`src/rtl/hs_pkg.sv`:
```
// rtl/hs_pkg.sv - shared handshake widths, transmitter state type and length decode
package hs_pkg;

  localparam int HS_DATA_W = 7;
  localparam int HS_LEN_W  = 4;

  typedef enum logic [1:0] {
    IDLE = 2'd0,
    SEND = 2'd1,
    GAP  = 2'd2
  } hs_tx_state_t;

  // A zero length field encodes the longest burst (16 beats).
  function automatic logic [HS_LEN_W:0] hs_len_decode(input logic [HS_LEN_W-1:0] len);
    return (len == '0) ? {1'b1, {HS_LEN_W{1'b0}}} : {1'b0, len};
  endfunction

endpackage

```
`src/rtl/hs_burst_tx.sv`:
```
// rtl/hs_burst_tx.sv - burst transmitter: one command in, incrementing word stream out
module hs_burst_tx
  import hs_pkg::HS_DATA_W;
  import hs_pkg::HS_LEN_W;
  import hs_pkg::hs_tx_state_t;
  import hs_pkg::hs_len_decode;
#(
  parameter int GAP     = 0,
  parameter int STALL_W = 8
) (
  input  logic                 clk,
  input  logic                 rst,
  input  logic                 cmd_valid,
  output logic                 cmd_ready,
  input  logic [HS_DATA_W-1:0] cmd_base,
  input  logic [HS_LEN_W-1:0]  cmd_len,
  output logic                 valid_o,
  input  logic                 ready_i,
  output logic [HS_DATA_W-1:0] data_o,
  output logic                 last_o,
  output logic                 busy,
  output logic [STALL_W-1:0]   stall_cnt
);

  hs_tx_state_t         state_q, state_d;
  logic [HS_DATA_W-1:0] word_q,  word_d;
  logic [HS_LEN_W:0]    rem_q,   rem_d;
  logic [3:0]           gap_q,   gap_d;
  logic [STALL_W-1:0]   stall_q, stall_d;

  always_ff @(posedge clk) begin
    if (rst) begin
      state_q <= hs_pkg::IDLE;
      word_q  <= '0;
      rem_q   <= '0;
      gap_q   <= '0;
      stall_q <= '0;
    end else begin
      state_q <= state_d;
      word_q  <= word_d;
      rem_q   <= rem_d;
      gap_q   <= gap_d;
      stall_q <= stall_d;
    end
  end

  always_comb begin
    state_d = state_q;
    word_d  = word_q;
    rem_d   = rem_q;
    gap_d   = gap_q;
    stall_d = stall_q;
    unique case (state_q)
      hs_pkg::IDLE: begin
        if (cmd_valid) begin
          word_d  = cmd_base;
          rem_d   = hs_len_decode(cmd_len);
          stall_d = '0;
          state_d = hs_pkg::SEND;
        end
      end
      hs_pkg::SEND: begin
        if (ready_i) begin
          rem_d = rem_q - (HS_LEN_W+1)'(1);
          if (rem_q == (HS_LEN_W+1)'(1)) begin
            state_d = hs_pkg::IDLE;
          end else begin
            word_d = word_q + HS_DATA_W'(1);
            // Gap counter counts the low cycles still to go, so GAP cycles exactly.
            if (GAP > 0) begin
              state_d = hs_pkg::GAP;
              gap_d   = 4'(GAP);
            end
          end
        end else if (stall_q != '1) begin
          stall_d = stall_q + STALL_W'(1);
        end
      end
      hs_pkg::GAP: begin
        if (gap_q <= 4'd1) begin
          gap_d   = '0;
          state_d = hs_pkg::SEND;
        end else begin
          gap_d = gap_q - 4'd1;
        end
      end
      default: state_d = hs_pkg::IDLE;
    endcase
  end

  // Every handshake output is decoded from registers only; nothing sees ready_i or cmd_valid.
  always_comb begin
    cmd_ready = (state_q == hs_pkg::IDLE);
    busy      = (state_q != hs_pkg::IDLE);
    valid_o   = (state_q == hs_pkg::SEND);
    last_o    = (state_q == hs_pkg::SEND) && (rem_q == (HS_LEN_W+1)'(1));
    data_o    = word_q;
    stall_cnt = stall_q;
  end

endmodule

```
`config.mk`:
```
export PLATFORM = sky130hd
export DESIGN_NAME = hs_burst_tx
export DESIGN_NICKNAME = d
export VERILOG_FILES = /design/src/rtl/hs_pkg.sv /design/src/rtl/hs_burst_tx.sv
export SDC_FILE = /design/constraint.sdc
export NUM_CORES = 1
export LEC_CHECK = 0
export CAP_MARGIN = 20
export CORE_AREA = 4 4 62 64
export CTS_BUF_LIST = sky130_fd_sc_hd__clkbuf_4 sky130_fd_sc_hd__clkbuf_8
export CTS_CLUSTER_DIAMETER = 120
export CTS_CLUSTER_SIZE = 25
export DETAILED_ROUTE_END_ITERATION = 8
export DIE_AREA = 0 0 66 68
export PLACE_DENSITY = 0.71
export REMOVE_ABC_BUFFERS = 1
export SLEW_MARGIN = 0
export SYNTH_ARGS = -nofsm -noshare
export SYNTH_HDL_FRONTEND = slang
export SYNTH_SLANG_ARGS = --single-unit
```
`constraint.sdc`:
```
create_clock -name clk -period 2.5 [get_ports clk]
set_clock_uncertainty 0.1 [all_clocks]
set_input_delay 0.5 -clock clk [delete_from_list [all_inputs] [get_ports clk]]
set_output_delay 0.5 -clock clk [all_outputs]
set_load 0.03 [all_outputs]
```
Word level (Yosys, flattened, before mapping)
Cells that the tools add are included.
{"block": "word_totals", "output_inout_bits": 19, "wordCells": 48, "inputBits": 15, "regBits": 26}
{"block": "classes", "eq_ne": 11, "reduce_logical": 9, "n_lt_le_gt_ge": 1, "muxes": 18, "add_sub_neg": 4}
{"cell": "2-to-1 mux 8 bit", "n": 3}
{"cell": "2-to-1 mux 7 bit", "n": 3}
{"cell": "one-hot mux 8 bit (2 select lines)", "n": 1}
{"cell": "2-to-1 mux 5 bit", "n": 3}
{"cell": "one-hot mux 7 bit (2 select lines)", "n": 1}
{"cell": "AND reduction 4 bit", "n": 3}
{"cell": "one-hot mux 5 bit (2 select lines)", "n": 1}
{"cell": "adder 8 x 1 -> 8 bit (second input constant)", "n": 1}
{"cell": "2-to-1 mux 2 bit", "n": 4}
{"cell": "inequality test 2 bit (second input constant)", "n": 4}
{"cell": "inequality test 8 bit (second input constant)", "n": 1}
{"cell": "adder 7 x 1 -> 7 bit (second input constant)", "n": 1}
{"cell": "inequality test 2 x 1 -> 1 bit (second input constant)", "n": 3}
{"cell": "one-hot mux 2 bit (3 select lines)", "n": 1}
{"cell": "== test 5 x 1 -> 1 bit (second input constant)", "n": 1}
{"cell": "subtractor 5 x 1 -> 5 bit (second input constant)", "n": 1}
{"cell": "less-or-equal comparator 4 x 1 -> 1 bit (second input constant)", "n": 1}
{"cell": "zero test 4 bit", "n": 1}
{"cell": "2-to-1 mux 4 bit", "n": 1}
{"cell": "nonzero test 2 bit", "n": 2}
{"cell": "subtractor 4 x 1 -> 4 bit (second input constant)", "n": 1}
{"cell": "AND reduction 3 bit", "n": 1}
{"cell": "== test 2 x 1 -> 1 bit (second input constant)", "n": 1}
{"cell": "== test 2 bit (second input constant)", "n": 1}
{"cell": "2 further kinds", "n": 2}

Logic depth before layout (Yosys ltp)
Gate-level depths: netlist of run 1.
{"block": "depth", "word_depth": 4, "depth_mapped": 6, "ltp_nobuf": 6}

Worst setup path after synthesis of run 1
No wires, ideal clock.
{"block": "synth_timing", "path_type": "flip-flop to output port", "from": "register state_q[0]", "to": "output last_o", "n_path_buf": 3, "path_stages_with_launch": 5, "setup_slack_ns": 0.565, "required_ns": 1.900, "arrival_time_ns": 1.335, "path_cell_list": "dfxtp_1 buf_4 buf_4 buf_4 and2_2"}
{"block": "synth_between", "elab_chain_len": 2}
{"element": "start, declared", "line": "hs_burst_tx.sv:25", "rtl": "hs_tx_state_t state_q, state_d;"}
{"element": "start signal, assigned", "line": "hs_burst_tx.sv:33", "rtl": "state_q <= hs_pkg::IDLE;"}
{"element": "start signal, assigned", "line": "hs_burst_tx.sv:39", "rtl": "state_q <= state_d;"}
{"element": "== test 2 x 1 -> 1 bit", "line": "hs_burst_tx.sv:96", "rtl": "last_o = (state_q == hs_pkg::SEND) && (rem_q == (HS_LEN_W+1)'(1));"}
{"element": "logical AND 1 bit", "line": "hs_burst_tx.sv:96"}
{"element": "end, declared", "line": "hs_burst_tx.sv:20", "rtl": "output logic last_o,"}
Every way passes these cells.

Worst setup path after layout of run 1
{"block": "layout_timing", "from": "register rem_q[1]", "to": "output last_o"}
{"block": "layout_between", "elab_chain_len": 2}
{"element": "start, declared", "line": "hs_burst_tx.sv:27", "rtl": "logic [HS_LEN_W:0] rem_q, rem_d;"}
{"element": "start signal, assigned", "line": "hs_burst_tx.sv:41", "rtl": "rem_q <= rem_d;"}
{"element": "== test 5 x 1 -> 1 bit", "line": "hs_burst_tx.sv:96"}
{"element": "logical AND 1 bit", "line": "hs_burst_tx.sv:96"}
Every way passes these cells.

==> results.cfg, run 1 <==
[synthesis]
synth_xor_area_frac = 0.0275
ys_types = 45
ys_warn_count = 0
ys_seq_area_frac = 0.330
synth_area_leaders = dfxtp_1 33%, a211oi_1 6.5%, a21oi_1 3.9%
synth_cells = 147
synthDominantCellAreaShare = 0.330
synthesis.area_per_instance_sq_um = 8.66
synthTopCellsByCount = 21 x dfxtp_1, 11 x a211oi_1, 11 x nor2_1
synthMuxAreaShare = 0.0265
synth_simple_gate_area_frac = 0.254
synth_edf_count = 0
synth.most_common_cell = dfxtp_1
synth-compound-area-share = 0.252
synth.ff_latch_count = 21
ys.flop_type = dfxtp_1
synthAdderAreaFrac = 0.0393
synth_largest_area_cell = dfxtp_1
async_flop_share = 0
synth_top_family_by_area = simple AND/OR/NAND/NOR gates
netlist_area_sq_um = 1270

[power]
ir_worst_vdd_mv = 0.301
power_density_nw_per_um2 = 459
leakage_nw = 0.570

[global_routing]
grt_max_degree = 28
first_global_vias = 1174
grt_pass1_wl_mm = 5.40
gr-usage-all-layers = 0.154
grt.overflow.total = 0
antenna_found_initial = 0

[clock_tree]
cts_resized = 0
cts_hold_buffers = 0
cts-root-buf = clkbuf_4
cts_max_level = 1
tritoncts = done
cts_max_path_buffers = 2
post_cts_buffers = 0
cts.clk_slew.worst_paths_ns = 0.13
cts.sinks = 21
clk_latency_ns = 0.31
cts_made_buffers = 3

[routing]
wl_per_cell_microns = 14.5
vias = 1212
antenna_left = 0
vias_per_cell = 5.43
drt_wl_total_mm = 3.24
detail_route.iter0.violations = 142
dr.pass1.iters = 4
drc = 0

[worst_setup_path]
worstSetupEndpointType = output port
reg2reg_depth = 6
cp_max_fo = 9
r2r_start = state_q[0]
reg2reg_slack_ns = 0.65
arrival_ns = 1.76
crit_type = flip-flop to output port
r2r_end = data_o[5]
required_ns = 1.90
cp-start-kind = flip-flop

[timing]
max_freq_mhz = 424
whs_ns = 0.414
period_share = 0.943
drv_slew = 0
rsz0062_at_grt = false
hold_viol_final = 0
maxSlewHeadroom = 0.621
fin_tns_setup_ns = 0
worst_slew_pin_slew_ns = 0.566
fin_crit_ns = 2.36
setup_viol = 0

[final_layout]
final_util = 0.502
n_fill_cell = 312
drive_gt1_frac = 0.107
final_cell_area_sq_um = 1650
area_delta_synth_final_pct = 29.6
diodes = 0
nets = 197

[place]
place_congestion = 0.779
hpwl_mm = 2.41
portBuffers = 33
placed_area_sq_um = 1620

[min_path]
holdPathStages = 2
hold_end = stall_cnt[1]
hp-class = flip-flop to flip-flop
hp-start = stall_cnt[1]

[floorplan]
die_x_microns = 66
ios = 34
die_y_microns = 68
placementRows = 21
start_util = 0.388
die-area_sq_um = 4490
core_sq_um = 3280

[job]
maxCapViolCount = 0

[outcome]
outcome = finished, final reports clean
stage by stage:
stage,setup slack (ns),total power [mW],cells
floorplan,0.117,0.506,136
global placement,0.360,0.591,219
detailed placement,0.325,0.597,219
CTS,0.121,0.769,223
global route,0.00514,0.807,223
finish,0.142,0.757,223
critical path, stage by stage, from the launching register on:
cell     delay [ns]
dfxtp_1        0.35
inv_1          0.08
ha_1           0.15
nor4b_4        0.49
and2_2         0.24
buf_4          0.15
power by group:
group | total (mW) | switching [mW] | internal (mW)
Clock | 0.167 | 0.107 | 0.0597
Sequential | 0.380 | 0.0256 | 0.354
Combinational | 0.210 | 0.112 | 0.0980
Total | 0.757 | 0.245 | 0.512
cells by family (layout without fill, tap and decap cells):
| family | count (synthesis) | in the layout |
|---|---|---|
| and+or+nand+nor | 52 | 52 |
| AOI/OAI and AO/OA | 46 | 46 |
| DFF | 21 | 21 |
| buffers and inverters | 17 | 47 |
| adders and majority gates | 4 | 4 |
| xor gates and xnor gates | 4 | 4 |
| muxes | 3 | 3 |
final cells by class:
cell class | count | area [sq um] | area share
Clock inverter | 1 | 5.00 | 0.00303
Multi-Input combinational cell | 109 | 764 | 0.463
Sequential cell | 21 | 420 | 0.255
Clock buffer | 3 | 22.5 | 0.0136
Inverter | 6 | 22.5 | 0.0136
Timing Repair Buffer | 37 | 358 | 0.217
Tap cell | 46 | 57.6 | 0.0349
placed cells by master, fill, tap and decap left out, types with 5 or more instances in the layout:
master / count
a21oi_1: 10
buf_4: 5
nor2_1: 11
dfxtp_1: 21
nor2b_1: 7
a211oi_1: 11
clkdlybuf4s50_1: 32
routing by layer:
| layer | vias to the layer above | wire [microns] | track usage |
|---|---|---|---|
| met2 | 37 | 1580 | 0.262 |
| met5 | - | 0 | 0 |
| li1 | 609 | - | - |
| met4 | 0 | 46 | 0.0660 |
| met3 | 4 | 175 | 0.0394 |
| met1 | 562 | 1440 | 0.185 |
worst max-delay path by stage:
stage	slack (ns)	start	cells after the start	end
after global routing	0.005	rem_q[1]	5	last_o
after global placement	0.36	ready_i	6	data_o[1]
after floorplan	0.12	state_q[0]	4	data_o[5]
final	0.14	rem_q[1]	5	last_o
after CTS	0.12	rem_q[1]	5	last_o
after detailed placement	0.33	ready_i	6	data_o[1]
flip-flops by register name (all words and copies together) (netlist names):
| signal | count |
|---|---|
| data_o | 7 |
| rem_q | 5 |
| stall_cnt | 8 |
| state_q | 1 |
Note: power is estimated with default switching activity, not from simulation.
==> inputs of run 2 (changes only) <==
--- a/config.mk
+++ b/config.mk
@@ -13,7 +13,6 @@
 export DETAILED_ROUTE_END_ITERATION = 8
 export DIE_AREA = 0 0 66 68
 export PLACE_DENSITY = 0.71
-export REMOVE_ABC_BUFFERS = 1
 export SLEW_MARGIN = 0
 export SYNTH_ARGS = -nofsm -noshare
 export SYNTH_HDL_FRONTEND = slang
==> run 2 against run 1 <==
Against the previous run: sequential share of layout area is essentially flat; via count grew 2.1%; design area grew 0.15%; worst hold slack lost 0.0037 ns; count of clock-buffer cells in the layout grew 1; first-iteration DRC count shrank 49%; maximum frequency grew 1.9%; register-to-register slack lost 0.03 ns; core utilization grew 0.076 points; flip-flop and latch count is the same; non-clock buffer count is the same.
==> results.cfg, run 2 (synthesized netlist as in run 1, its figures left out) <==
[outcome]
outcome = finished, final reports clean

[final_layout]
mostFrequentLayoutCell = clkdlybuf4s50_1
diodes = 0
layout_common_cells = 32 x clkdlybuf4s50_1, 21 x dfxtp_1, 11 x nor2_1, 11 x a211oi_1, 10 x a21oi_1
drive_gt1_frac = 0.107
n_fill_cell = 331
nets = 197
multiInputGateArea_sq_um = 764
stdcell_count = 223
largest_register_ff_count = 8
register_area_sq_um = 420
area_delta_synth_final_pct = 29.8

[timing]
rsz0062_at_grt = false
drv_slew = 0
worst_slew_pin_slew_ns = 0.539
fin_tns_setup_ns = 0
period_share = 0.925
maxSlewHeadroom = 0.639
max_freq_mhz = 432
setup_viol = 0
fin_crit_ns = 2.31
hold_viol_final = 0

[clock_tree]
cts_max_level = 1
clk_latency_ns = 0.30
cts-root-buf = clkbuf_4
cts_max_path_buffers = 2
cts.sinks = 21
post_cts_buffers = 0
cts_resized = 0
cts_made_buffers = 3
cts.clk_slew.worst_paths_ns = 0.12
cts_hold_buffers = 0
tritoncts = done

[place]
place_congestion = 0.829
hpwl_mm = 2.47
dp_cells = 219
portBuffers = 33

[power]
leakage_nw = 0.570
power_density_nw_per_um2 = 465
p_switching_mw = 0.244
swShare = 0.318
seqPwrFrac = 0.497
ir_worst_vdd_mv = 0.185
share_comb_of_total_power = 0.270
p_int_mw = 0.525
clkPwrFrac = 0.233

[synthesis]
syn_nets = 166

[worst_setup_path]
arrival_ns = 1.71
worstSetupEndpointType = output port
critPathLaunch = rem_q[1]
crit_type = flip-flop to output port
required_ns = 1.90
cp-start-kind = flip-flop
cp_max_fo = 9
reg2reg_slack_ns = 0.62
r2r_start = state_q[0]

[routing]
antenna_left = 0
drt_wl_total_mm = 3.25
drc = 0
detail_route.iter0.violations = 73
wl_per_cell_microns = 14.6
dr.pass1.iters = 4
vias_per_cell = 5.55
vias = 1238

[global_routing]
gr-usage-all-layers = 0.152
grt_max_degree = 25
grt.overflow.total = 0
antenna_found_initial = 0
first_global_vias = 1202
grt_pass1_wl_mm = 5.49

[floorplan]
start_util = 0.388
ios = 34
die_y_microns = 68
die_x_microns = 66
core_sq_um = 3280
placementRows = 21
die-area_sq_um = 4490

[min_path]
hp-start = stall_cnt[1]
hp-class = flip-flop to flip-flop

[job]
maxCapViolCount = 0
run 2: cell count changes in the layout (fill, tap and decap cells not counted), sizes merged:
cell	previous run	this run
clkinv	1	0
clkbuf	3	4
run 2: final timing paths:
path	end	cells past startpoint
worst max register to register	data_o[5]	6
worst max-delay path	last_o	5
worst min-delay path	stall_cnt[1]	2
worst min register to register	stall_cnt[1]	2
run 2: metrics by stage:
step | hold slack, ns | setup WS, ns | power (mW) | util | area (sq um)
after detailed placement | 0.394 | 0.313 | 0.597 | 0.494 | 1620
after floorplan | 0.380 | 0.565 | 0.522 | - | 1270
after global routing | 0.465 | 0.0768 | 0.806 | 0.503 | 1650
after CTS | 0.414 | 0.193 | 0.772 | 0.503 | 1650
after global placement | 0.381 | 0.399 | 0.591 | 0.494 | 1620
final | 0.410 | 0.187 | 0.769 | 0.503 | 1650
run 2: final cells by class:
cell class                 instances  area share
clock buffer                       4      0.0182
timing repair buffer              37       0.217
sequential                        21       0.254
multi-input combinational        109       0.463
tap                               46      0.0348
inverter                           6      0.0136
run 2: worst max-delay path, stage by stage (launching register included):
cell,delay (ns)
dfxtp_1,0.35
inv_1,0.08
ha_1,0.14
nor4b_4,0.46
and2_2,0.23
buf_4,0.15
run 2: metal layers:
| layer | part of all wire | up-vias | global-route usage | wire length, microns |
|---|---|---|---|---|
| li1 | - | 611 | - | - |
| met2 | 0.48 | 34 | 0.257 | 1570 |
| met1 | 0.46 | 591 | 0.198 | 1500 |
| met3 | 0.049 | 2 | 0.0279 | 158 |
| met5 | 0 | - | 0 | 0 |
| met4 | 0.0058 | 0 | 0.0431 | 19 |
run 2: power by group through the flow:
| stage | sequential, mW | clock (mW) | combinational, mW |
|---|---|---|---|
| global placement | 0.388 | 0 | 0.203 |
| finish | 0.382 | 0.179 | 0.208 |
| CTS | 0.382 | 0.180 | 0.209 |
| detailed placement | 0.389 | 0 | 0.208 |
| floorplan | 0.405 | 0 | 0.117 |
| global route | 0.387 | 0.192 | 0.227 |
